$ cat src/rtl/dp_pkg.sv
// Shared definitions for the two-stage datapath: EU operation codes and the
// width-independent control part of the execute register.
package dp_pkg;

  localparam int OP_W = 4;

  typedef enum logic [OP_W-1:0] {
    OP_ADD    = 4'h0,
    OP_SUB    = 4'h1,
    OP_AND    = 4'h2,
    OP_OR     = 4'h3,
    OP_XOR    = 4'h4,
    OP_NOT    = 4'h5,
    OP_SHL    = 4'h6,
    OP_SHR    = 4'h7,
    OP_PASS_A = 4'h8,
    OP_PASS_B = 4'h9,
    OP_INC    = 4'hA,
    OP_DEC    = 4'hB
  } op_t;

  // Control fields of E; the parameter-width fields (a, b, rd) are attached by the top.
  typedef struct packed {
    logic            valid;
    logic            reg_write;
    logic            md;
    logic [OP_W-1:0] op;
  } e_ctrl_t;

endpackage

$ cat src/rtl/dp_regfile.sv
// Register file: two combinational read ports, one write port, all registers
// cleared by the asynchronous reset.
module dp_regfile #(
  parameter int BUS_WIDTH  = 16,
  parameter int REG_ADDR_W = 3
) (
  input  logic                  clk,
  input  logic                  rst_n,
  input  logic                  we,
  input  logic [REG_ADDR_W-1:0] waddr,
  input  logic [BUS_WIDTH-1:0]  wdata,
  input  logic [REG_ADDR_W-1:0] raddr_a,
  input  logic [REG_ADDR_W-1:0] raddr_b,
  output logic [BUS_WIDTH-1:0]  rdata_a,
  output logic [BUS_WIDTH-1:0]  rdata_b
);

  localparam int NREG = 1 << REG_ADDR_W;

  logic [BUS_WIDTH-1:0] regs [NREG];

  always_ff @(posedge clk or negedge rst_n) begin
    if (!rst_n) begin
      for (int i = 0; i < NREG; i++) regs[i] <= '0;
    end else if (we) begin
      regs[waddr] <= wdata;
    end
  end

  assign rdata_a = regs[raddr_a];
  assign rdata_b = regs[raddr_b];

endmodule

$ cat src/rtl/eu_top.sv
// Combinational execution unit; result is truncated to BUS_WIDTH.
module eu_top
  import dp_pkg::*;
#(
  parameter int BUS_WIDTH = 16
) (
  input  logic [BUS_WIDTH-1:0] a,
  input  logic [BUS_WIDTH-1:0] b,
  input  logic [OP_W-1:0]      op_select,
  output logic [BUS_WIDTH-1:0] result
);

  always_comb begin
    result = '0;
    case (op_t'(op_select))
      OP_ADD:    result = a + b;
      OP_SUB:    result = a - b;
      OP_AND:    result = a & b;
      OP_OR:     result = a | b;
      OP_XOR:    result = a ^ b;
      OP_NOT:    result = ~a;
      OP_SHL:    result = {a[BUS_WIDTH-2:0], 1'b0};
      OP_SHR:    result = {1'b0, a[BUS_WIDTH-1:1]};
      OP_PASS_A: result = a;
      OP_PASS_B: result = b;
      OP_INC:    result = a + BUS_WIDTH'(1);
      OP_DEC:    result = a - BUS_WIDTH'(1);
      default:   result = '0;
    endcase
  end

endmodule

$ cat src/rtl/dp_pipe.sv
// Two-stage datapath: issue/operand-fetch with write-back bypass, then an
// execute stage that retires ALU ops in one cycle and loads on mem_ack.
module dp_pipe
  import dp_pkg::*;
#(
  parameter int BUS_WIDTH   = 16,
  parameter int REG_ADDR_W  = 3,
  parameter int CONST_WIDTH = 3
) (
  input  logic                   clk,
  input  logic                   rst_n,
  input  logic                   issue_valid,
  output logic                   issue_ready,
  input  logic                   reg_write,
  input  logic [REG_ADDR_W-1:0]  rs_a,
  input  logic [REG_ADDR_W-1:0]  rs_b,
  input  logic [REG_ADDR_W-1:0]  rd,
  input  logic [CONST_WIDTH-1:0] constant_in,
  input  logic                   mb,
  input  logic                   md,
  input  logic [3:0]             op_select,
  output logic                   mem_req,
  input  logic                   mem_ack,
  input  logic [BUS_WIDTH-1:0]   data_in,
  output logic [BUS_WIDTH-1:0]   address_out,
  output logic [BUS_WIDTH-1:0]   data_out,
  output logic                   zero,
  output logic                   wb_valid,
  output logic [REG_ADDR_W-1:0]  wb_rd,
  output logic [BUS_WIDTH-1:0]   wb_data
);

  typedef struct packed {
    e_ctrl_t               ctrl;
    logic [REG_ADDR_W-1:0] rd;
    logic [BUS_WIDTH-1:0]  a;
    logic [BUS_WIDTH-1:0]  b;
  } e_reg_t;

  e_reg_t               e_reg;
  e_reg_t               e_next;
  logic                 zero_reg;
  logic                 done;
  logic                 issue_fire;
  logic [BUS_WIDTH-1:0] rf_a;
  logic [BUS_WIDTH-1:0] rf_b;
  logic [BUS_WIDTH-1:0] opnd_a;
  logic [BUS_WIDTH-1:0] opnd_b;
  logic [BUS_WIDTH-1:0] eu_result;

  dp_regfile #(
    .BUS_WIDTH (BUS_WIDTH),
    .REG_ADDR_W(REG_ADDR_W)
  ) u_regfile (
    .clk    (clk),
    .rst_n  (rst_n),
    .we     (wb_valid),
    .waddr  (wb_rd),
    .wdata  (wb_data),
    .raddr_a(rs_a),
    .raddr_b(rs_b),
    .rdata_a(rf_a),
    .rdata_b(rf_b)
  );

  eu_top #(
    .BUS_WIDTH(BUS_WIDTH)
  ) u_eu (
    .a        (e_reg.a),
    .b        (e_reg.b),
    .op_select(e_reg.ctrl.op),
    .result   (eu_result)
  );

  // A load in E stalls issue until mem_ack; an ALU op always completes in its first E cycle.
  assign done        = e_reg.ctrl.valid && (!e_reg.ctrl.md || mem_ack);
  assign issue_ready = !e_reg.ctrl.valid || done;
  assign issue_fire  = issue_valid && issue_ready;

  // The retiring value is not yet in the register file, so forward it.
  assign opnd_a = (wb_valid && (wb_rd == rs_a)) ? wb_data : rf_a;
  assign opnd_b = mb ? BUS_WIDTH'(constant_in)
                     : ((wb_valid && (wb_rd == rs_b)) ? wb_data : rf_b);

  always_comb begin
    e_next = e_reg;
    if (issue_fire) begin
      e_next.ctrl.valid     = 1'b1;
      e_next.ctrl.reg_write = reg_write;
      e_next.ctrl.md        = md;
      e_next.ctrl.op        = op_select;
      e_next.rd             = rd;
      e_next.a              = opnd_a;
      e_next.b              = opnd_b;
    end else if (done) begin
      e_next.ctrl.valid = 1'b0;
    end
  end

  // IDLE/EXEC is e_reg.ctrl.valid; data fields are held after retirement.
  always_ff @(posedge clk or negedge rst_n) begin
    if (!rst_n) begin
      e_reg    <= '0;
      zero_reg <= 1'b0;
    end else begin
      e_reg <= e_next;
      if (done && !e_reg.ctrl.md) zero_reg <= (eu_result == '0);
    end
  end

  assign mem_req     = e_reg.ctrl.valid && e_reg.ctrl.md;
  assign wb_valid    = done && e_reg.ctrl.reg_write;
  assign wb_rd       = e_reg.rd;
  assign wb_data     = e_reg.ctrl.md ? data_in : eu_result;
  assign address_out = e_reg.a;
  assign data_out    = e_reg.b;
  assign zero        = zero_reg;

endmodule

$ cat config.mk
export PLATFORM = sky130hd
export DESIGN_NAME = dp_pipe
export DESIGN_NICKNAME = d
export VERILOG_FILES = /design/src/rtl/dp_pkg.sv /design/src/rtl/dp_regfile.sv /design/src/rtl/eu_top.sv /design/src/rtl/dp_pipe.sv
export SDC_FILE = /design/constraint.sdc
export NUM_CORES = 1
export LEC_CHECK = 0
export BUFFER_PORTS_ARGS = -buffer_cell sky130_fd_sc_hd__clkbuf_2
export CORE_AREA = 2 2 154 156
export CTS_CLUSTER_DIAMETER = 80
export DETAILED_ROUTE_END_ITERATION = 8
export DIE_AREA = 0 0 156 158
export GPL_TIMING_DRIVEN = 0
export PLACE_DENSITY = 0.71
export SETUP_SLACK_MARGIN = 0.1
export SKIP_LAST_GASP = 1
export SLEW_MARGIN = 20
export SYNTH_ARGS = -nofsm -noshare
export SYNTH_HDL_FRONTEND = slang
export SYNTH_SLANG_ARGS = --single-unit
$ cat constraint.sdc
create_clock -name clk -period 9.8 [get_ports clk]
set_clock_uncertainty 0.2 [all_clocks]
set_input_delay 0.98 -clock clk [delete_from_list [all_inputs] [get_ports clk]]
set_output_delay 0.98 -clock clk [all_outputs]
set_load 0.1 [all_outputs]
==> summary.txt <==
Setup path
  • RR Endpoint: u_regfile.regs[125]$_DFFE_PN0P_
  • Startpoint types: flip-flop
  • Critical-path maximum fanout: 10
  • Crit path kind: flip-flop to output pin
  • RR Startpoint: data_out[1]$_DFFE_PN0P_
  • Worst Setup End Kind: output pin
  • CP cell instances: inv_1, ha_1, nor3b_1, and4_1, and3_1, clkbuf_1, nand2_1, a21oi_1, o32ai_1, a21oi_1, ha_1, and2_1, buf_2, a2111oi_0, a211oi_1, a2111oi_1, a21bo_2, mux2_4, buf_6, clkbuf_2
  • R2r worst-path depth: 20
  • R2R setup slack: 3680 ps
  • CP required: 8620 ps
  • CP max stage cell: nor3b_1
  • Crit path largest cell delay: a little under 600 ps
  • Crit path DAT: between 6000 and 7000 ps

STA
  • Slew margin rel.: 26.3%
  • Final-report hold violation count: 0
  • RSZ-0062 raised after global routing: false
  • Final min period: 7540 ps
  • Worst Tran Pin Value: between 1000 and 1500 ps
  • Fmax: between 0.1 and 0.15 GHz
  • Final worst slack: around 2300 ps
  • Final setup viols: 0
  • TNS Setup: 0 ps
  • Fin. max-slew vios: 0
  • Crit share post-route: 76.9%

Cells and area
  • Layout Area Growth over Synthesis: 11.8%
  • Most flops, register: u_regfile.regs
  • Ant. Diodes: 0
  • Leading cell type in the layout, fill and taps excluded: dfrtp_1
  • Share of layout cells above drive strength 1: 31.2%
  • Final #Nets: 1380
  • Most frequent cells in the layout: dfrtp_1 (171), mux2_2 (126), clkbuf_2 (88), nor2_1 (74), a21oi_1 (72)
  • FILL cells: 1963
  • Max reg flops: 128

Min path
  • Class of the tightest hold or removal check: flip-flop to flip-flop
  • Hold EP: u_regfile.regs[17]$_DFFE_PN0P_
  • Hold Path Origin: u_regfile.regs[17]$_DFFE_PN0P_
  • Cell depth of the worst hold path: 2

Logic synthesis
  • Net Count, Synth: 1270
  • Avg Inst Size Synth: around 11 um2
  • Synthesized area: 12400 um2
  • Post-synth top area share: 34.4%
  • Synth area leaders: dfrtp_1 (34%), mux4_2 (12%), mux2_2 (11%)
  • Sequential share of the synthesized area: about a third
  • YS warnings: 0
  • Main flop type after synthesis: dfrtp_1
  • Async S/R FF share, synth: 100%
  • Unique masters post-synth: 79
  • Yosys top cell by area: dfrtp_1
  • Cells after Synth: 1181
  • #FFs+latches synth: 171
  • Number of synthesized flops with an enable pin: 0

Route
  • Routed WL per cell: 25.7 um
  • Post-route ant nets: 0
  • Initial DRT Pass Iterations: 5
  • Total routed wirelength: 41000 um
  • Vias after detailed routing: between 10000 and 15000
  • DR iter-0 viols: 949
  • DR vias/cell: approximately 6.6
  • DR DRC count: 0

CTS
  • Clock transition at the registers of the reported paths: 80 ps
  • Clock Sink Count: 171
  • CTS H-tree lvls: 4
  • Clk Latency, worst-skew pair: 440 ps
  • CTS tree: yes
  • CTS resizes: 0
  • CTS root buffer: clkbuf_16
  • Cts hold-fix bufs: 0
  • Inserted Clock Buffers: 17
  • Clock Path Buffers: 2
  • Setup Buffers After CTS: 0

Global routing
  • First-pass GRT wire length: 61700 um
  • Largest net degree at the start of global routing: 89
  • Vias in the first global route: 10200
  • Initial antenna violation count: 0
  • Total track usage: about 34%
  • GR Overflow Total: 0

Die
  • Row count: between 50 and 60
  • Die height: 158 um
  • Num ports: 94
  • Die area: about 25000 um2
  • Starting Density: 53.9%
  • Die Width: 156 um
  • Core Area: around 23000 um2

Placed design
  • Dpl hpwl: about 30000 um
  • Port Buffers: 87
  • Routability cong.: around 1
  • Post-place setup slack: 2870 ps

Power and ir drop
  • Power, Total: 0.00473 W
  • Max VDD drop: 0.000227 V
  • P per Cell Area: 340 nW/um2
  • P_leak: 6.14 nW

Run status
  • Outcome: completed

Run
  • Max-Cap Viols: 0
[power by group]
| part | total (W) | switching [W] | internal, W |
|---|---|---|---|
| Combinational | 0.00270 | 0.00171 | 0.000989 |
| Clock | 0.000684 | 0.000343 | 0.000341 |
| Sequential | 0.00134 | 0.000339 | 0.00100 |
[Yosys cell counts (34+ instances only)]
| master | instances |
|---|---|
| nand2_1 | 59 |
| clkbuf_1 | 65 |
| inv_1 | 48 |
| o21ai_0 | 65 |
| a21oi_1 | 72 |
| mux2_2 | 126 |
| ha_1 | 49 |
| buf_4 | 37 |
| mux4_2 | 67 |
| mux2i_1 | 34 |
| nor2_1 | 74 |
| dfrtp_1 | 171 |
[critical path: cells and delay by family, from the launching register on]
family	cells	cell delay, ps
buffers and inverters	5	1070
multiplexers	1	310
AND/OR/NAND/NOR	5	1510
AO/OA/AOI/OAI	7	1880
adder cells (fa/ha/maj)	2	700
flip-flops	1	440
[cell type report]
| class | count | area [um2] | area share [%] |
|---|---|---|---|
| Multi-Input combinational cell | 826 | 7290 | 52.5 |
| Sequential cell | 171 | 4280 | 30.8 |
| Buffer | 132 | 691 | 4.97 |
| Timing Repair Buffer | 91 | 502 | 3.61 |
| Clock buffer | 17 | 425 | 3.06 |
| Tap cell | 290 | 363 | 2.61 |
| Inverter | 52 | 195 | 1.41 |
| Clock inverter | 15 | 146 | 1.05 |
[logic make-up (layout without fill, tap and decap cells)]
family,Yosys count,count (layout),synth area share [%]
AND/OR/NAND/NOR,245,245,9.93
flip-flops,171,171,34.4
AO/OA/AOI/OAI,273,273,14.2
adder cells (fa/ha/maj),50,50,5.10
multiplexers,241,241,28.0
buffers and inverters,184,307,7.12
XOR/XNOR,17,17,1.26
[worst max-delay path by stage]
stage	startpoint	to	slack (ps)	cells after the start
after floorplan	data_out[1]$_DFFE_PN0P_	wb_data[14]	4170	19
after global placement	data_out[1]$_DFFE_PN0P_	wb_data[13]	2990	20
after detailed placement	data_out[1]$_DFFE_PN0P_	wb_data[13]	2870	20
after CTS	data_out[1]$_DFFE_PN0P_	wb_data[13]	2400	20
after global routing	data_out[1]$_DFFE_PN0P_	wb_data[13]	2000	20
final	data_out[1]$_DFFE_PN0P_	wb_data[13]	2260	20
[per-layer routing]
| layer | part of all wire, % | routed length, um | global-route usage (%) | vias to the layer above |
|---|---|---|---|---|
| met5 | 0 | 0 | 0 | - |
| met4 | 5.9 | 2410 | 20.1 | 0 |
| met3 | 7.7 | 3180 | 5.15 | 148 |
| met2 | 48 | 19600 | 55.8 | 535 |
| met1 | 39 | 15800 | 42.9 | 5198 |
| li1 | - | - | - | 4591 |
[stage by stage]
step | instances | utilization (%) | hold WS (ps) | cell area, um2
5_1_grt | 1594 | 60.3 | 347 | 13900
2_1_floorplan | 1181 | - | 261 | 12400
3_5_place_dp | 1562 | 57.7 | 305 | 13300
4_1_cts | 1594 | 60.2 | 322 | 13900
3_3_place_gp | 1558 | 57.4 | 274 | 13200
6_report | 1594 | 60.3 | 323 | 13900
No activity file was read; power rests on OpenSTA's default activity.
